`config.mk`:
```
export PLATFORM = sky130hd
export DESIGN_NAME = exmem_skid_stage
export DESIGN_NICKNAME = d
export VERILOG_FILES = /design/src/rtl/exmem_pkg.sv /design/src/rtl/exmem_skid_stage_skid_slot.sv /design/src/rtl/exmem_skid_stage.sv
export SDC_FILE = /design/constraint.sdc
export NUM_CORES = 1
export LEC_CHECK = 0
export CAP_MARGIN = 40
export CORE_AREA = 2 2 127 191
export CTS_BUF_LIST = sky130_fd_sc_hd__clkbuf_8
export DETAILED_ROUTE_END_ITERATION = 7
export DIE_AREA = 0 0 129 193
export SYNTH_ARGS = -nofsm -noshare
export SYNTH_HDL_FRONTEND = slang
export SYNTH_SLANG_ARGS = --single-unit
```
`constraint.sdc`:
```
create_clock -name clk -period 6.5 [get_ports clk]
set_clock_uncertainty 0.2 [all_clocks]
set_input_delay 0.65 -clock clk [delete_from_list [all_inputs] [get_ports clk]]
set_output_delay 0.65 -clock clk [all_outputs]
set_load 0.005 [all_outputs]
```
`src/rtl/exmem_pkg.sv`:
```
// EX/MEM stage shared definitions: access-width codes and the result bundle.
// Latency: n/a (types and constants only).
// Backpressure: n/a.
//
// exmem_bundle_t is the bundle layout at the default widths (32-bit data,
// 5-bit register index, 2-bit width code). The stage re-declares the same
// field order locally so that its parameters can resize the fields.
package exmem_pkg;

  localparam logic [1:0] WIDTH_BYTE  = 2'b00;
  localparam logic [1:0] WIDTH_HALF  = 2'b01;
  localparam logic [1:0] WIDTH_WORD  = 2'b11;
  localparam logic [1:0] WIDTH_RESET = WIDTH_WORD;

  typedef struct packed {
    logic        mem2reg;
    logic        mem_write;
    logic        reg_write;
    logic [1:0]  width;
    logic        sign_flag;
    logic [31:0] result;
    logic [31:0] data4mem;
    logic [4:0]  write_reg;
  } exmem_bundle_t;

endpackage

```
`src/rtl/exmem_skid_stage_skid_slot.sv`:
```
// One bundle register with a valid flag; load wins over clear.
// Latency: 1 cycle from i_load to o_valid/o_dat.
// Backpressure: none internally; i_en low freezes the slot.
//
// Ports: clk, i_reset (sync, active-high), i_en (update enable),
//        i_load / i_clear (load i_dat and set valid / drop valid),
//        i_dat (bundle in), o_dat / o_valid (held bundle and its valid).
//        Clearing keeps the data bits; only the valid flag drops.
module skid_slot #(
  parameter int                   NB_BUNDLE = 8,
  parameter logic [NB_BUNDLE-1:0] RESET_VAL = '0
) (
  input  logic                 clk,
  input  logic                 i_reset,
  input  logic                 i_en,
  input  logic                 i_load,
  input  logic                 i_clear,
  input  logic [NB_BUNDLE-1:0] i_dat,
  output logic [NB_BUNDLE-1:0] o_dat,
  output logic                 o_valid
);

  logic [NB_BUNDLE-1:0] r_dat;
  logic                 r_valid;

  always_ff @(posedge clk) begin
    if (i_reset) begin
      r_dat   <= RESET_VAL;
      r_valid <= 1'b0;
    end else if (i_en) begin
      if (i_load) begin
        r_dat   <= i_dat;
        r_valid <= 1'b1;
      end else if (i_clear) begin
        r_valid <= 1'b0;
      end
    end
  end

  assign o_dat   = r_dat;
  assign o_valid = r_valid;

endmodule

```
`src/rtl/exmem_skid_stage.sv`:
```
// EX->MEM pipeline stage: two-entry skid buffer carrying the EX result bundle.
// Latency: 1 cycle from accept to o_valid when empty; 1 bundle/cycle sustained.
// Backpressure: o_ready is ~skid_valid (registered), so one extra bundle is absorbed.
//
// Ports: clk, i_reset (sync, active-high), i_halt (freeze), i_flush (drop all),
//        EX side i_valid/o_ready + bundle fields, MEM side o_valid/i_ready +
//        held bundle, o_stall_cnt (saturating count of back-pressured cycles).
// Optional: `define EXMEM_SKID_FWD_EN adds o_fwd_valid/o_fwd_reg/o_fwd_data.
module exmem_skid_stage
  import exmem_pkg::*;
#(
  parameter int NB_DATA  = 32,
  parameter int NB_REG   = 5,
  parameter int NB_WIDTH = 2,
  parameter int NB_CNT   = 16
) (
  input  logic                clk,
  input  logic                i_reset,
  input  logic                i_halt,
  input  logic                i_flush,
  input  logic                i_valid,
  output logic                o_ready,
  input  logic                i_mem2reg,
  input  logic                i_memWrite,
  input  logic                i_regWrite,
  input  logic [NB_WIDTH-1:0] i_width,
  input  logic                i_sign_flag,
  input  logic [NB_DATA-1:0]  i_result,
  input  logic [NB_DATA-1:0]  i_data4Mem,
  input  logic                i_regDst,
  input  logic [NB_REG-1:0]   i_rd,
  input  logic [NB_REG-1:0]   i_rt,
  output logic                o_valid,
  input  logic                i_ready,
  output logic                o_mem2reg,
  output logic                o_memWrite,
  output logic                o_regWrite,
  output logic [NB_WIDTH-1:0] o_width,
  output logic                o_sign_flag,
  output logic [NB_DATA-1:0]  o_result,
  output logic [NB_DATA-1:0]  o_data4Mem,
  output logic [NB_REG-1:0]   o_write_reg,
`ifdef EXMEM_SKID_FWD_EN
  output logic                o_fwd_valid,
  output logic [NB_REG-1:0]   o_fwd_reg,
  output logic [NB_DATA-1:0]  o_fwd_data,
`endif
  output logic [NB_CNT-1:0]   o_stall_cnt
);

  typedef struct packed {
    logic                mem2reg;
    logic                mem_write;
    logic                reg_write;
    logic [NB_WIDTH-1:0] width;
    logic                sign_flag;
    logic [NB_DATA-1:0]  result;
    logic [NB_DATA-1:0]  data4mem;
    logic [NB_REG-1:0]   write_reg;
  } bundle_t;

  localparam int      NB_BUNDLE  = $bits(bundle_t);
  localparam bundle_t RST_BUNDLE = '{
    mem2reg:   1'b0,
    mem_write: 1'b0,
    reg_write: 1'b0,
    width:     NB_WIDTH'(WIDTH_RESET),
    sign_flag: 1'b0,
    result:    '0,
    data4mem:  '0,
    write_reg: '0
  };

  bundle_t           w_in, w_main, w_skid, w_main_nxt;
  logic              w_main_vld, w_skid_vld;
  logic              w_in_fire, w_out_fire;
  logic              w_en;
  logic              w_main_load, w_main_clear, w_skid_load, w_skid_clear;
  logic [NB_REG-1:0] w_write_reg;
  logic [NB_CNT-1:0] r_stall_cnt;

  // Destination is resolved at capture; a write to R0 is squashed here so
  // MEM/WB never see it as a real register write.
  assign w_write_reg = i_regDst ? i_rt : i_rd;
  always_comb begin
    w_in           = RST_BUNDLE;
    w_in.mem2reg   = i_mem2reg;
    w_in.mem_write = i_memWrite;
    w_in.reg_write = i_regWrite & (w_write_reg != '0);
    w_in.width     = i_width;
    w_in.sign_flag = i_sign_flag;
    w_in.result    = i_result;
    w_in.data4mem  = i_data4Mem;
    w_in.write_reg = w_write_reg;
  end

  assign o_ready    = ~w_skid_vld & ~i_halt & ~i_reset;
  assign o_valid    = w_main_vld & ~i_halt;
  assign w_in_fire  = i_valid & o_ready;
  assign w_out_fire = o_valid & i_ready;

  // Flush must still clear the valids while halted; otherwise halt freezes.
  // Loads are gated by flush so a coincident incoming bundle is dropped.
  assign w_en         = ~i_halt | i_flush;
  assign w_main_load  = ~i_flush & ((~w_main_vld & w_in_fire) |
                                    (w_main_vld & w_out_fire & (w_skid_vld | w_in_fire)));
  assign w_main_clear = i_flush | (w_main_vld & w_out_fire & ~w_skid_vld & ~w_in_fire);
  assign w_skid_load  = ~i_flush & w_main_vld & ~w_out_fire & w_in_fire;
  assign w_skid_clear = i_flush | (w_main_vld & w_out_fire & w_skid_vld);
  assign w_main_nxt   = w_skid_vld ? w_skid : w_in;

  skid_slot #(.NB_BUNDLE(NB_BUNDLE), .RESET_VAL(RST_BUNDLE)) u_main (
    .clk     (clk),
    .i_reset (i_reset),
    .i_en    (w_en),
    .i_load  (w_main_load),
    .i_clear (w_main_clear),
    .i_dat   (w_main_nxt),
    .o_dat   (w_main),
    .o_valid (w_main_vld)
  );

  skid_slot #(.NB_BUNDLE(NB_BUNDLE), .RESET_VAL(RST_BUNDLE)) u_skid (
    .clk     (clk),
    .i_reset (i_reset),
    .i_en    (w_en),
    .i_load  (w_skid_load),
    .i_clear (w_skid_clear),
    .i_dat   (w_in),
    .o_dat   (w_skid),
    .o_valid (w_skid_vld)
  );

  always_ff @(posedge clk) begin
    if (i_reset) begin
      r_stall_cnt <= '0;
    end else if (w_main_vld & ~i_ready & ~i_halt & ~(&r_stall_cnt)) begin
      r_stall_cnt <= r_stall_cnt + NB_CNT'(1);
    end
  end

  // Side-effecting controls are masked when nothing is held; data fields
  // simply show whatever the main slot last contained.
  assign o_mem2reg   = w_main.mem2reg;
  assign o_memWrite  = w_main_vld & w_main.mem_write;
  assign o_regWrite  = w_main_vld & w_main.reg_write;
  assign o_width     = w_main.width;
  assign o_sign_flag = w_main.sign_flag;
  assign o_result    = w_main.result;
  assign o_data4Mem  = w_main.data4mem;
  assign o_write_reg = w_main.write_reg;
  assign o_stall_cnt = r_stall_cnt;

`ifdef EXMEM_SKID_FWD_EN
  // Forwarding view ignores halt: the held value is still architecturally next.
  assign o_fwd_valid = w_main_vld & w_main.reg_write & ~w_main.mem2reg;
  assign o_fwd_reg   = w_main.write_reg;
  assign o_fwd_data  = w_main.result;
`endif

endmodule

```
==> results.sh <==
export IMPL_root_buffer="clkbuf_8"
export IMPL_layout_min_cycle_time_ns=3.16
export IMPL_criticalPathCategory="in2out"
export IMPL_cts_max_level=4
export IMPL_holdWs_ns=0.257
export IMPL_clock_latency_ns=0.47
export IMPL_cp_required_ns=5.65
export IMPL_grt_pass1_vias=5683
export IMPL_rsz0062_at_grt="no"
export IMPL_synthAdderAreaFrac_pct=0.165
export IMPL_slew_headroom_pct=48.4
export IMPL_synth_top_family_by_area="simple AND/OR/NAND/NOR gates"
export IMPL_antenna_left=0
export IMPL_final_common_cell="clkdlybuf4s50_1"
export IMPL_post_dp_cell_area_um2=9100
export IMPL_clk_pin_slew_ns=0.10
export IMPL_place_ws_ns=3.03
export IMPL_cts_buffer_depth=2
export IMPL_vias=5983
export IMPL_drc_errors=0
export IMPL_end_kind="primary output"
export IMPL_synth_top_area_share_pct=44.5
export IMPL_fmax_ghz=0.316
export IMPL_n_antenna_cell=0
export IMPL_dieArea_um2=24900
export IMPL_stdcell_area_um2=9520
export IMPL_synth_seq_cells=168
export IMPL_start_util_pct=32.3
export IMPL_finalPower_mw=2.01
export IMPL_synth_top_area_cell="dfxtp_1"
export IMPL_synth_compound_gate_area_share_pct=16.5
export IMPL_syn_inst=868
export IMPL_setup_ws_ns=3.34
export IMPL_place_congestion=0.730
export IMPL_area_delta_synth_final_pct=25.9
export IMPL_p_leak_nw=2.90
export IMPL_chipHeight_um=193
export IMPL_ys_types=38
export IMPL_cts_tree="done"
export IMPL_ir_drop_uv=134
export IMPL_synthSimpleGateAreaFrac_pct=16.8
export IMPL_antenna_found_initial=0
export IMPL_synth_fp_nets=956
export IMPL_grt_pass1_wl_um=29600
export IMPL_cp_arrival_ns=2.31
export IMPL_wl_per_cell_um=14.8
export IMPL_dp_hpwl_um=12300
export IMPL_drive_above_1_share_pct=8.18
export IMPL_num_rows=69
export IMPL_num_io_pins=180
export IMPL_worst_setup_path_start_kind="primary input"
export IMPL_hold_viol=0
export IMPL_report_final_slew_viol_count=0
export IMPL_wirelength_um=18800
export IMPL_io_buffers=179
export IMPL_numCtsBuffers=17
export IMPL_track_usage_pct=15.2
export IMPL_cts_resized=0
export IMPL_num_nets_final=1029
export IMPL_synthMuxAreaShare_pct=11.1
export IMPL_worstMarginPinSlew_ns=0.775
export IMPL_hold_path_class="reg2reg"
export IMPL_cts_setup_buffers=0
export IMPL_drtIter0Drc=270
export IMPL_netlist_area_um2=7560
export IMPL_avgSynthCellArea_um2=8.71
export IMPL_coreArea_um2=23400
export IMPL_yosysWarnings=0
export IMPL_yosys_area_share_xor_xnor_pct=0
export IMPL_setup_violations=0
export IMPL_finalCritPeriodShare_pct=48.6
export IMPL_outcome="complete, no violations"
export IMPL_grt_overflow_total=0
export IMPL_fill_cells=2364
export IMPL_max_cap_violations=0
export IMPL_powerDensity_nw_per_um2=211
export IMPL_yosys_top_cells_area="dfxtp_1, mux2i_1, nand2_1"
export IMPL_cts_hold_buffers=0
export IMPL_vias_per_cell=4.70
export IMPL_totalNegativeSetupSlack_ns=0
export IMPL_final_cell_mix="clkdlybuf4s50_1, dfxtp_1, nand2_1"
export IMPL_first_pass_iters=4
export IMPL_grt_max_degree=92
export IMPL_path_max_fanout=7
export IMPL_cts_sinks=168
export IMPL_die_w_um=129
export IMPL_ys_seq_area_share_pct=44.5
-- area by class of cell --
cell class / count / area (um2) / share of cell area [%]
clock buffers: 17 / 234 / 2.46
clock inverters: 15 / 189 / 1.98
inverters: 1 / 3.75 / 0.0394
multi-input cells: 563 / 3380 / 35.5
flip-flops and latches: 168 / 3370 / 35.4
well taps: 319 / 399 / 4.19
repair buffers: 190 / 1950 / 20.4
-- Yosys cell counts, drive strengths merged --
master / number
dfxtp: 168
o31ai: 6
o211ai: 1
mux2: 8
o21ai: 8
nor3: 3
a211o: 2
nand3: 6
nand3b: 3
o21bai: 1
or3: 3
nand4: 7
inv: 1
or4b: 1
nor3b: 2
a22oi: 1
a2111oi: 1
and2: 3
a21oi: 86
a2111o: 1
mux2i: 75
nor2b: 11
nor4: 3
or4: 5
ha: 1
nand2: 163
or3b: 1
nor2: 83
nand2b: 2
and4: 2
a211oi: 74
buf: 97
clkbuf: 39
-- kinds of logic (layout without fill, tap and decap cells) --
| kind of cell | count (synthesis) | after routing |
|---|---|---|
| simple gates | 298 | 298 |
| compound gates | 181 | 181 |
| flops | 168 | 168 |
| buf+inv | 137 | 223 |
| mux | 83 | 83 |
| fa+ha+maj | 1 | 1 |
-- sequential cells by signal (all words and copies together), names as in the netlist --
| signal | count |
|---|---|
| o_stall_cnt | 16 |
| u_main.o_dat | 75 |
| u_main.o_valid | 1 |
| u_skid.o_dat | 75 |
| u_skid.o_valid | 1 |
-- final timing paths --
| check | end | depth (start not counted) | slack (ns) | startpoint |
|---|---|---|---|---|
| setup / recovery | o_ready | 3 | 3.34 | i_halt |
| hold / removal | u_main.o_dat[2] | 2 | 0.26 | u_main.o_dat[2] |
| setup reg to reg | u_main.o_dat[40] | 5 | 3.71 | u_skid.o_valid |
| hold reg to reg | u_main.o_dat[2] | 2 | 0.26 | u_main.o_dat[2] |
-- power breakdown --
| part | internal (mW) | total [mW] | switching (mW) |
|---|---|---|---|
| sequential | 1.04 | 1.05 | 0.00613 |
| clock | 0.388 | 0.809 | 0.421 |
| combinational | 0.0868 | 0.153 | 0.0664 |
-- metrics by stage --
stage	instances	utilization [%]
2_1_floorplan	868	-
3_3_place_gp	1236	38.4
3_5_place_dp	1241	38.9
4_1_cts	1273	40.7
5_1_grt	1273	40.7
6_report	1273	40.7
-- layer usage --
layer | up-vias | global-route usage (%) | part of all wire (%)
li1 | 3068 | - | -
met1 | 2778 | 17.1 | 42
met2 | 121 | 27.7 | 53
met3 | 16 | 3.95 | 3.8
met4 | 0 | 5.23 | 1.5
met5 | - | 0 | 0
-- worst max-delay path: stages --
cell and delay [ns]:
clkdlybuf4s50_1 0.58, nor3_1 0.48, clkdlybuf4s50_1 0.60
No activity file was read; power rests on OpenSTA's default activity.
